### config.mk
export PLATFORM = sky130hd
export DESIGN_NAME = mux_scan_ctrl
export DESIGN_NICKNAME = d
export VERILOG_FILES = /design/src/rtl/mux_scan_ctrl.sv
export SDC_FILE = /design/constraint.sdc
export NUM_CORES = 1
export LEC_CHECK = 0
export BUFFER_PORTS_ARGS = -buffer_cell sky130_fd_sc_hd__buf_2
export CAP_MARGIN = 5
export CELL_PAD_IN_SITES_DETAIL_PLACEMENT = 1
export CELL_PAD_IN_SITES_GLOBAL_PLACEMENT = 2
export CORE_MARGIN = 8
export CORE_UTILIZATION = 30
export DETAILED_ROUTE_END_ITERATION = 12
export PLACE_DENSITY = 0.74
export SLEW_MARGIN = 20
export SYNTH_ARGS = -nofsm -noshare
export SYNTH_HDL_FRONTEND = slang
export SYNTH_SLANG_ARGS = --single-unit
### constraint.sdc
create_clock -name clk -period 5.2 [get_ports clk]
set_input_delay 1.3 -clock clk [delete_from_list [all_inputs] [get_ports clk]]
set_output_delay 1.3 -clock clk [all_outputs]
set_load 0.02 [all_outputs]
### src/rtl/mux_scan_ctrl.sv
`default_nettype none
// ============================================================================
// Module   : mux_scan_ctrl
// Purpose  : Steps an 8:1 mux select through enabled channels, samples each
//            after a dwell period and assembles the samples into one word.
// Revision : 1.0 - initial release
// ============================================================================
module mux_scan_ctrl #(
    parameter int DWELL = 2
) (
    input  logic       clk,
    input  logic       rst,
    input  logic       start,
    input  logic       cont,
    input  logic [7:0] mask,
    input  logic       mux_out,
    output logic [2:0] sel,
    output logic [7:0] data_out,
    output logic       busy,
    output logic       done
);

    localparam logic [3:0] C_DWELL_LAST = 4'(DWELL - 1);

    typedef enum logic [1:0] {
        IDLE = 2'd0,
        SCAN = 2'd1,
        DONE = 2'd2
    } state_t;

    state_t     state_q, state_d;
    logic [2:0] sel_q, sel_d;
    logic [7:0] mask_q, mask_d;
    logic [7:0] shadow_q, shadow_d;
    logic [7:0] data_q, data_d;
    logic [3:0] dwell_q, dwell_d;

    logic [2:0] w_first_sel;
    logic [2:0] w_next_sel;
    logic       w_has_next;

    // Lowest enabled channel of the live mask, used whenever a scan is latched.
    always_comb begin
        w_first_sel = 3'd0;
        for (int i = 7; i >= 0; i--) begin
            if (mask[i]) w_first_sel = 3'(i);
        end
    end

    // Next enabled channel strictly above the current select.
    always_comb begin
        w_next_sel = 3'd0;
        w_has_next = 1'b0;
        for (int i = 7; i >= 0; i--) begin
            if (mask_q[i] && (3'(i) > sel_q)) begin
                w_next_sel = 3'(i);
                w_has_next = 1'b1;
            end
        end
    end

    always_comb begin
        state_d  = state_q;
        sel_d    = sel_q;
        mask_d   = mask_q;
        shadow_d = shadow_q;
        data_d   = data_q;
        dwell_d  = dwell_q;
        case (state_q)
            IDLE: begin
                if (start && (mask != 8'd0)) begin
                    mask_d   = mask;
                    shadow_d = 8'd0;
                    sel_d    = w_first_sel;
                    dwell_d  = 4'd0;
                    state_d  = SCAN;
                end
            end
            SCAN: begin
                if (dwell_q == C_DWELL_LAST) begin
                    shadow_d[sel_q] = mux_out;
                    dwell_d         = 4'd0;
                    if (w_has_next) begin
                        sel_d = w_next_sel;
                    end else begin
                        // Publish the word including the sample just taken.
                        data_d  = shadow_d;
                        state_d = DONE;
                    end
                end else begin
                    dwell_d = dwell_q + 4'd1;
                end
            end
            DONE: begin
                if (cont && (mask != 8'd0)) begin
                    mask_d   = mask;
                    shadow_d = 8'd0;
                    sel_d    = w_first_sel;
                    dwell_d  = 4'd0;
                    state_d  = SCAN;
                end else begin
                    sel_d   = 3'd0;
                    state_d = IDLE;
                end
            end
            default: begin
                sel_d   = 3'd0;
                state_d = IDLE;
            end
        endcase
    end

    always_ff @(posedge clk or posedge rst) begin
        if (rst) begin
            state_q  <= IDLE;
            sel_q    <= 3'd0;
            mask_q   <= 8'd0;
            shadow_q <= 8'd0;
            data_q   <= 8'd0;
            dwell_q  <= 4'd0;
        end else begin
            state_q  <= state_d;
            sel_q    <= sel_d;
            mask_q   <= mask_d;
            shadow_q <= shadow_d;
            data_q   <= data_d;
            dwell_q  <= dwell_d;
        end
    end

    assign sel      = sel_q;
    assign data_out = data_q;
    assign busy     = (state_q != IDLE);
    assign done     = (state_q == DONE);

endmodule
`default_nettype wire

== Yosys cells after proc, flatten, opt, wreduce, memory -nomap -nowiden ==
Index checks and enable logic that the tools add are counted.

* Equality and inequality tests: 8
* Magnitude comparators: 10
* Add/subtract/negate cells: 1
* Bitwise operators: 1
* Reduce and logical (&&, ||, !) cells: 22
* Muxes and demuxes: 48

{| class="wikitable"
|+ Operator list
! operator !! number
|-
| $mux W3 || 20
|-
| $mux W8 || 5
|-
| $pmux W8 S3 || 1
|-
| $pmux W8 S2 || 1
|-
| $reduce_and A3 Y1 || 5
|-
| $gt A3 B3 Y1 const A || 4
|-
| $mux W4 || 3
|-
| $pmux W4 S3 || 1
|-
| $logic_and A1 B1 Y1 || 11
|-
| $mux W1 || 10
|-
| $pmux W3 S3 || 1
|-
| $bwmux W8 || 1
|-
| $ne A2 B2 Y1 const B || 4
|-
| $reduce_bool A8 Y1 || 1
|-
| $gt A1 B3 Y1 const A || 2
|-
| $gt A2 B3 Y1 const A || 2
|-
| $mux W2 || 3
|-
| $pmux W2 S3 || 1
|-
| $add A4 B1 Y4 const B || 1
|-
| $eq A4 B1 Y1 const B || 1
|-
| $lt A3 B4 Y1 const B || 1
|-
| $reduce_and A4 Y1 || 1
|-
| $reduce_bool A2 Y1 || 2
|-
| $demux W1 S3 || 1
|-
| 7 further kinds || 7
|}

* Bits of input ports: 13
* Logic and storage cells: 96
* Flip-flop bits (word level): 33

== Longest topological paths before layout ==
Gate-level depths: netlist of run 1.

* Depth after elaboration: 13
* Depth in mapped cells: 7
* Gate-level depth less buffers: 7

== Worst setup path after synthesis of run 1 ==
OpenSTA, ideal clock, no wires.

* Kind: in2reg
* From: input port mask[1]
* To: register sel_q[1] (netlist: sel[1])
* Cell stages on the path: 5
* Setup time: 0.125 ns
* Slack: 2.257 ns
* Required time: 5.075 ns
* Data arrival time: 2.818 ns
* Cell sequence: or4_1 > o21a_1 > o21ai_0 > or2_4 > mux2_4

* Word-level cells in the longest chain between the ends: 4
* Elaborated cells between the ends (all ways): 10

{| class="wikitable"
|+ Ends and longest elaborated chain
! what !! line !! source
|-
| start: declaration || 15 || <nowiki>input logic [7:0] mask,</nowiki>
|-
| $reduce_bool A8 Y1 or $mux W3 (tied branches) || 71, 95, 46 ||
|-
| $logic_and A1 B1 Y1, or another cell as far along || 95 || <nowiki>if (cont && (mask != 8'd0)) begin</nowiki>
|-
| $mux W3, or another cell as far along || 95 ||
|-
| $pmux W3 S3 or $reduce_and A3 Y1 (tied branches) || -- ||
|-
| end signal: assignment || 123 || <nowiki>sel_q <= sel_d;</nowiki>
|-
| end: declaration || 32 || <nowiki>logic [2:0] sel_q, sel_d;</nowiki>
|}

Parallel ways exist; a longest one is shown, timed or not. The select of a mux whose other input is x is not followed.
A chain may end at the register's enable or synchronous reset.

== Worst setup path in the final report of run 1 ==
* From: input port mask[4]
* To: register sel_q[1] (netlist: sel[1])

* Word-level cells in the longest chain between the ends: 7
* Elaborated cells between the ends (all ways): 13

{| class="wikitable"
|+ Ends and longest elaborated chain
! what !! line !! source
|-
| $mux W3 (5 in series) || 46 || <nowiki>if (mask[i]) w_first_sel = 3'(i);</nowiki>
|-
| $mux W3 (on tied branches) || 95, 71 ||
|-
| $pmux W3 S3 || 69 || <nowiki>case (state_q)</nowiki>
|}

Parallel ways exist; a longest one is shown, timed or not. The select of a mux whose other input is x is not followed.

==> results of run 1 <==
-- how the worst max path moves through the flow --
stage / start / slack (ps) / endpoint
global route: mask[4] / 2240 / shadow_q[5]
CTS: mask[4] / 2290 / sel[1]
floorplan: mask[1] / 2260 / sel[1]
global placement: mask[4] / 2050 / sel[1]
finish: mask[4] / 2290 / sel[1]
detailed placement: mask[4] / 1990 / sel[1]
-- state kept, by name, indices dropped and copies added (netlist names) --
| signal | count |
|---|---|
| sel | 3 |
| dwell_q | 4 |
| data_out | 8 |
| mask_q | 7 |
| shadow_q | 8 |
| state_q | 2 |
-- cell type report --
cell class                 instances  area, um2  share of cell area (%)
multi-input combinational        139        993                    46.2
sequential                        32        801                    37.2
timing repair buffer              27        140                    6.51
tap                               75       93.8                    4.36
clock buffer                       8       90.1                    4.19
inverter                           9       33.8                    1.57
-- critical path, cell delays in order --
cell,delay [ps]
buf_2,110
or4_1,600
o21a_1,240
o21ai_0,310
or2_4,210
mux2_4,290
-- metal layers --
layer | global-route usage (%) | vias up
met4 | 3.64 | 0
met5 | 0 | -
met3 | 2.99 | 7
met1 | 15.0 | 729
met2 | 18.5 | 15
li1 | - | 738
-- cells by family after synthesis --
family          after synthesis  synth area share [%]
compound gates               57                  20.0
fa+ha+maj                     2                  1.34
buf+inv                      17                  4.21
flops                        32                  42.8
mux                          24                  14.2
simple gates                 56                  17.6
-- power by group through the flow --
stage                     sequential (W)  clock [W]  combinational, W
after floorplan                 0.000493          0          0.000570
after global placement          0.000502          0          0.000740
after detailed placement        0.000505          0          0.000749
after CTS                       0.000501   0.000203          0.000754
after global routing            0.000524   0.000214          0.000832
final                           0.000498   0.000195          0.000740
-- per-stage QoR --
stage / worst slack [ps] / hold WS [ps] / power, W / area (um2) / utilization [%]
floorplan: 2260 / 465 / 0.00106 / 1870 / -
global placement: 2050 / 481 / 0.00124 / 2060 / 34.4
detailed placement: 1990 / 488 / 0.00125 / 2060 / 34.4
CTS: 2290 / 506 / 0.00146 / 2150 / 35.9
global route: 2240 / 517 / 0.00157 / 2150 / 35.9
finish: 2290 / 501 / 0.00143 / 2150 / 35.9
-- synthesized netlist by cell type (2+ instances only) --
master,number
buf_6,2
mux2_2,16
o21a_1,2
ha_1,2
or3_1,4
and2_1,2
inv_1,9
nand2b_1,6
clkbuf_1,6
a21oi_1,9
or4_1,2
a21o_1,7
nor2b_1,5
nor2_1,8
dfrtp_1,32
or2_2,3
nand2_1,5
a31oi_1,4
o21ai_0,18
a211oi_1,4
nand3_1,13
mux2i_1,7
-- layout by cell type (no fill, tap or decap), types with 5 or more instances in the layout --
| master | count |
|---|---|
| a21o_1 | 7 |
| nand2b_1 | 6 |
| mux2_2 | 16 |
| nand3_1 | 13 |
| o21ai_0 | 18 |
| nand2_1 | 5 |
| clkbuf_8 | 6 |
| nor2_1 | 8 |
| mux2i_1 | 7 |
| nor2b_1 | 5 |
| buf_2 | 25 |
| inv_1 | 9 |
| dfrtp_1 | 32 |
| a21oi_1 | 9 |
==> flow_summary.toml, run 1 <==
[outcome]
status = "complete, no violations"

[logic_synthesis]
synth_top_area_share_pct = 42.8
ys_seq_elements = 32
syn_avg_cell_area_um2 = 9.96
synth_cell_types = 44
synth-async-reset-ratio_pct = 100
ys_seq_area_share_pct = 42.8
syn_inst = 188
syn_nets = 203
synthFlopType = "dfrtp_1"
synth_area_leaders = "dfrtp_1 (43%), mux2_2 (9.6%), o21ai_0 (4.8%)"
yosys.area.top_type = "dfrtp_1"
synth-edff-count = 0
ys_warn_count = 0
syn-cell-area_um2 = 1870

[detailed_routing]
detail_route.vias_per_cell = 5.13
drc = 0
drt-pass1-iter-count = 4
wl_met3_um = 149
met2_length_um = 2230
ant_nets = 0
vias = 1489
drt-initial-drc-count = 36
top_layer_used = "met4"
wl_met1_um = 2250
wl_per_cell_um = 16.2
wl_um = 4690

[die]
fp.coreArea_um2 = 5990
io_pins = 26
die_h_um = 95.0
floorplan.initialDensity_pct = 31.3
num_rows = 28
die_area_um2 = 9030
fp.dieW_um = 95.0

[power_and_ir_drop]
p_leak_nw = 0.934
seqPwrFrac_pct = 34.8
intPower_w = 0.000824
ir_worst_vdd_mv = 0.218
p_per_area_nw_per_um2 = 666
clockPowerShare_pct = 13.6
combPwrFrac_pct = 51.6
p_switching_w = 0.000610
switching_share_pct = 42.5

[sta]
fmax_mhz = 344
tightest_slew_ps = 996
fin_crit_sh_pct = 56.0
setup_viol = 0
rsz0062_at_grt = "false"
finalSetupTns_ps = 0
period_needed_ps = 2910
maxSlewHeadroom_pct = 33.1
drv_slew = 0
skew_ps = 3.89
report.final.hold_viol_count = 0

[worst_setup_path]
worstPathRequired_ps = 5360
r2r-end = "data_out[2]"
ff2ff_path_depth = 5
worstPathArrival_ps = 3070
r2r_start = "sel[1]"
critPathKind = "in2reg"
critPathCaptureType = "register"
cp_max_fo = 4
startpoint_type = "primary input"
rrSetupSlack_ps = 2880

[clock_tree]
ctsResizeCount = 0
cts_root_buffer = "clkbuf_8"
clk_pin_slew_worst_paths_ps = 70
insertion_delay_ps = 270
cts_tree = "yes"
cts_setup_buffers = 0
numCtsBuffers = 5
clock_path_buffers = 2
cts_hold_buf = 0
cts.sinks = 32
htree_levels = 2

[layout]
final_cells = 290
fin_nets = 229
layout-drive-gt1-share_pct = 27.4
n_antenna_cell = 0
syn_to_final_growth_pct = 14.9
num-fill-cells = 702

[placed_design]
place.gp.congestion = 0.711
hpwlAfterDp_um = 3480
placedCellCount = 282
io_buffers = 25

[min_path]
hp-start = "dwell_q[3]"
min_path_type = "reg2reg"
hold_depth = 1
hold_end = "dwell_q[3]"

[global_routing]
track_usage_pct = 11.6
antenna_found_initial = 0
grt_pass1_vias = 1660
grt_overflow = 0
grt_max_degree = 33
grt_pass1_wl_um = 8290

[run]
max_cap_viol_count = 0
(Power assumes the default switching activity.)
==> run 2, diff against run 1 <==
- PLACE_DENSITY: 0.74 -> 0.76
- clock period: 5.2 -> 2.4 ns (I/O delays scaled with it)
==> run 2 against run 1 <==
  * Routed wire length rose by 2.0%
  * Core utilization is 1.5 points higher
  * Non-clock buffer count rose by 10
  * Critical endpoint unchanged
  * Largest power group unchanged
  * Register-to-register slack worse by 2600 ps
==> flow_summary.toml, run 2 (same netlist as run 1, synthesis figures left out) <==
[outcome]
status = "complete, no violations"

[sta]
maxSlewHeadroom_pct = 68.9
fin_ws_ps = 277
fin_crit_sh_pct = 88.5
tightest_slew_ps = 462
skew_ps = 9.50
hold_ws_ps = 375
period_needed_ps = 2120
drv_slew = 0
rsz0062_at_grt = "false"
report.final.hold_viol_count = 0
fmax_mhz = 471
setup_viol = 0

[global_routing]
busiest_layer = "met2"
antenna_found_initial = 0
grt_max_degree = 33
met3_usage_pct = 3.46
grt_util_met1_pct = 15.1
track_usage_pct = 12.1
grt_overflow = 0
grt_pass1_vias = 1680
grt_pass1_wl_um = 8490
grtUsageMet2_pct = 18.9

[worst_setup_path]
startpoint_type = "primary input"
worstPathArrival_ps = 2310
critPathCaptureType = "register"
critPathKind = "in2reg"
cp_max_fo = 4
ff2ff_path_depth = 5
worstPathRequired_ps = 2590

[clock_tree]
ctsResizeCount = 0
cts_hold_buf = 0
htree_levels = 2
cts_tree = "yes"
insertion_delay_ps = 300
cts_root_buffer = "clkbuf_8"
clock_path_buffers = 2
clk_pin_slew_worst_paths_ps = 70
numCtsBuffers = 5
cts.sinks = 32
cts_setup_buffers = 0

[layout]
final_common_cell = "dfrtp_1"
fin_nets = 239
syn_to_final_growth_pct = 19.8
n_antenna_cell = 0
num-fill-cells = 703
final_cell_mix = "dfrtp_1 (32), buf_2 (25), o21ai_0 (18), mux2_2 (16), nand3_1 (13)"
layout-drive-gt1-share_pct = 31.1

[detailed_routing]
vias = 1567
drt-initial-drc-count = 42
drc = 0
wl_um = 4790
drt-pass1-iter-count = 4
ant_nets = 0
detail_route.vias_per_cell = 5.22
wl_per_cell_um = 16.0

[placed_design]
pre_cts_slack_ps = -6.91
place.gp.congestion = 0.746
hpwlAfterDp_um = 3540
io_buffers = 25

[die]
die_h_um = 95.0
fp.dieW_um = 95.0
num_rows = 28
fp.coreArea_um2 = 5990
floorplan.initialDensity_pct = 31.3
io_pins = 26
die_area_um2 = 9030

[power_and_ir_drop]
p_leak_nw = 0.992
power.total_w = 0.00333
p_per_area_nw_per_um2 = 1480
ir_worst_vdd_mv = 0.593

[run]
max_cap_viol_count = 0

[min_path]
min_path_type = "in2async"
-- run 2: cell count changes in the layout (fill, tap and decap cells not counted), sizes merged --
cell	previous run	this run
bufinv	0	1
buf	27	37
clkinv	0	1
clkbuf	8	6
-- run 2: metal layers --
layer  up-vias  share of wire (%)
met4         0                1.9
met2        16                 49
li1        764                  -
met3        11                3.7
met1       776                 45
met5         -                  0
-- run 2: critical path, stage by stage --
cell and delay (ps):
buf_2 120, or4_1 600, o21a_1 240, o21ai_0 260, or2_4 200, mux2_4 290
-- run 2: cell type report --
| type | count | area (um2) | share of cell area [%] |
|---|---|---|---|
| clock buffer | 6 | 72.6 | 3.23 |
| clock inverter | 2 | 35.0 | 1.56 |
| inverter | 9 | 33.8 | 1.51 |
| multi-input combinational | 139 | 993 | 44.3 |
| sequential | 32 | 801 | 35.7 |
| tap | 75 | 93.8 | 4.18 |
| timing repair buffer | 37 | 215 | 9.59 |
-- run 2: power breakdown --
| part | internal, W | switching, W | leakage [nW] | total, W |
|---|---|---|---|---|
| sequential | 0.000796 | 0.000200 | 0.368 | 0.000996 |
| combinational | 0.000859 | 0.000955 | 0.569 | 0.00181 |
| clock | 0.000308 | 0.000213 | 0.0552 | 0.000521 |
| total | 0.00196 | 0.00137 | 0.992 | 0.00333 |
-- run 2: path summary, 6_finish.rpt --
path,slack (ps),to,from
worst min-delay path,370,data_out[0],rst
worst max register to register,300,data_out[2],sel[1]
worst min register to register,500,data_out[2],data_out[2]
max in group asynchronous,1710,shadow_q[2],rst
worst max-delay path,280,sel[1],mask[4]
min in group clk,500,data_out[2],data_out[2]
-- run 2: metrics by stage --
stage          cells  TNS, ps  utilization (%)  cell area (um2)
3_3_place_gp     292        0             35.7             2140
6_report         300        0             37.5             2240
5_1_grt          300        0             37.5             2240
2_1_floorplan    188        0                -             1870
4_1_cts          300        0             37.5             2240
3_5_place_dp     292    -6.91             35.7             2140
==> run 3, diff against run 2 <==
- ABC_AREA: not set -> 1
- CORE_UTILIZATION: 30 -> 29
- PLACE_DENSITY: 0.76 -> 0.8
==> run 3 against run 2 <==
  * Cell area shrank 5.7%
  * Clock-buffer cell count unchanged
  * Final cell count grew 16%
  * Synthesized cell count rose by 29%
  * Combinational power fell by 21%
  * Sequential share of layout area increased by 2.2 points
  * Largest power group unchanged
==> flow_summary.toml, run 3 <==
[outcome]
status = "complete, no violations"

[logic_synthesis]
ys_warn_count = 0
syn_avg_cell_area_um2 = 7.61
synth_area_leaders = "dfrtp_1 (44%), nand2_1 (17%), o21ai_0 (5.4%)"
synthFlopType = "dfrtp_1"
ys_seq_area_share_pct = 43.5
syn-cell-area_um2 = 1840
syn_inst = 242
syn_nets = 257
yosys.area.top_type = "dfrtp_1"
synth_top_area_share_pct = 43.5
ys_seq_elements = 32
yosysMostFrequentCell = "nand2_1"
synth_cell_types = 27
synth-edff-count = 0
synth_commonest_cells = "nand2_1 (83), dfrtp_1 (32), inv_1 (24)"
synth-async-reset-ratio_pct = 100

[sta]
maxSlewHeadroom_pct = 72.9
finalSetupTns_ps = 0
period_needed_ps = 1730
tightest_slew_ps = 407
skew_ps = 6.14
fin_crit_sh_pct = 72.2
report.final.hold_viol_count = 0
fmax_mhz = 577
rsz0062_at_grt = "false"
setup_viol = 0
drv_slew = 0

[worst_setup_path]
cp_max_fo = 5
rrSetupSlack_ps = 680
critPathKind = "reg2out"
r2r-end = "data_out[2]"
critPathCaptureType = "output pin"
worstPathArrival_ps = 1130
ff2ff_path_depth = 10
r2r_start = "sel[1]"
startpoint_type = "register"
worstPathRequired_ps = 1800

[detailed_routing]
drt-pass1-iter-count = 4
ant_nets = 0
top_layer_used = "met4"
wl_met3_um = 172
wl_met1_um = 2190
drt-initial-drc-count = 38
detail_route.vias_per_cell = 4.54
drc = 0
met2_length_um = 2100
vias = 1576
wl_per_cell_um = 13.0
wl_um = 4520

[run]
max_cap_viol_count = 0

[placed_design]
placedCellCount = 339
hpwlAfterDp_um = 3580
io_buffers = 25
place.gp.congestion = 0.761

[clock_tree]
clock_path_buffers = 2
cts.sinks = 32
insertion_delay_ps = 280
htree_levels = 2
cts_root_buffer = "clkbuf_8"
clk_pin_slew_worst_paths_ps = 70
ctsResizeCount = 0
cts_hold_buf = 0
numCtsBuffers = 5
cts_tree = "yes"
cts_setup_buffers = 0

[die]
die_area_um2 = 9150
io_pins = 26
floorplan.initialDensity_pct = 29.5
num_rows = 29
die_h_um = 95.7
fp.dieW_um = 95.7
fp.coreArea_um2 = 6240

[layout]
final_cell_mix = "nand2_1 (83), dfrtp_1 (32), buf_2 (25), inv_1 (24), o21ai_0 (20)"
layout-drive-gt1-share_pct = 24.4
final_cells = 347
num-fill-cells = 808
fin_util_pct = 33.9
n_antenna_cell = 0
fin_nets = 284
syn_to_final_growth_pct = 15.0
final_common_cell = "nand2_1"

[global_routing]
track_usage_pct = 10.8
grt_pass1_vias = 1696
grt_overflow = 0
grt_max_degree = 33
antenna_found_initial = 0
grt_pass1_wl_um = 7850

[power_and_ir_drop]
p_per_area_nw_per_um2 = 1390
p_leak_nw = 1.11
ir_worst_vdd_mv = 0.472

[min_path]
min_path_type = "in2async"
## run 3: area by class of cell
class	instances	area [um2]	share of cell area (%)
timing repair buffer	27	140	6.62
sequential	32	801	37.8
inverter	30	114	5.38
tap	77	96.3	4.55
clock inverter	2	35.0	1.66
multi-input combinational	173	857	40.5
clock buffer	6	72.6	3.43
## run 3: critical path: stages (launching register included)
cell	delay [ps]
dfrtp_1	430
nor2_1	170
inv_1	90
buf_2	160
## run 3: worst max path at each step
stage	startpoint	to	slack (ps)	cells after the start
after floorplan	mask[1]	shadow_q[3]	780	11
after global placement	mask[1]	state_q[0]	530	9
after detailed placement	mask[1]	mask_q[6]	490	9
after CTS	sel[1]	data_out[2]	630	8
after global routing	sel[1]	data_out[0]	500	8
final	state_q[1]	busy	670	3
## run 3: routing by layer
layer / global-route usage [%] / up-vias
li1: - / 813
met1: 13.3 / 732
met2: 18.3 / 24
met3: 2.28 / 7
met4: 3.84 / 0
met5: 0 / -
## run 3: logic make-up (layout without fill, tap and decap cells)
| family | after synthesis | count (layout) | synth area share (%) |
|---|---|---|---|
| AO/OA/AOI/OAI | 38 | 38 | 11.5 |
| XOR/XNOR | 2 | 2 | 0.952 |
| adder cells (fa/ha/maj) | 2 | 2 | 1.36 |
| buffers and inverters | 37 | 65 | 9.92 |
| flip-flops | 32 | 32 | 43.5 |
| AND/OR/NAND/NOR | 131 | 131 | 32.8 |
## run 3: metrics by stage
stage	setup WS, ps	hold slack, ps	power [W]	instance area [um2]
finish	668	394	0.00293	2120
global route	497	438	0.00321	2120
CTS	632	414	0.00299	2120
detailed placement	486	464	0.00247	2010
global placement	528	461	0.00244	2010
floorplan	784	442	0.00214	1840
## run 3: power breakdown
group | leakage [nW] | switching, W | internal [W]
Combinational | 0.653 | 0.000961 | 0.000474
Sequential | 0.404 | 0.000210 | 0.000781
Clock | 0.0552 | 0.000199 | 0.000308
Total | 1.11 | 0.00137 | 0.00156
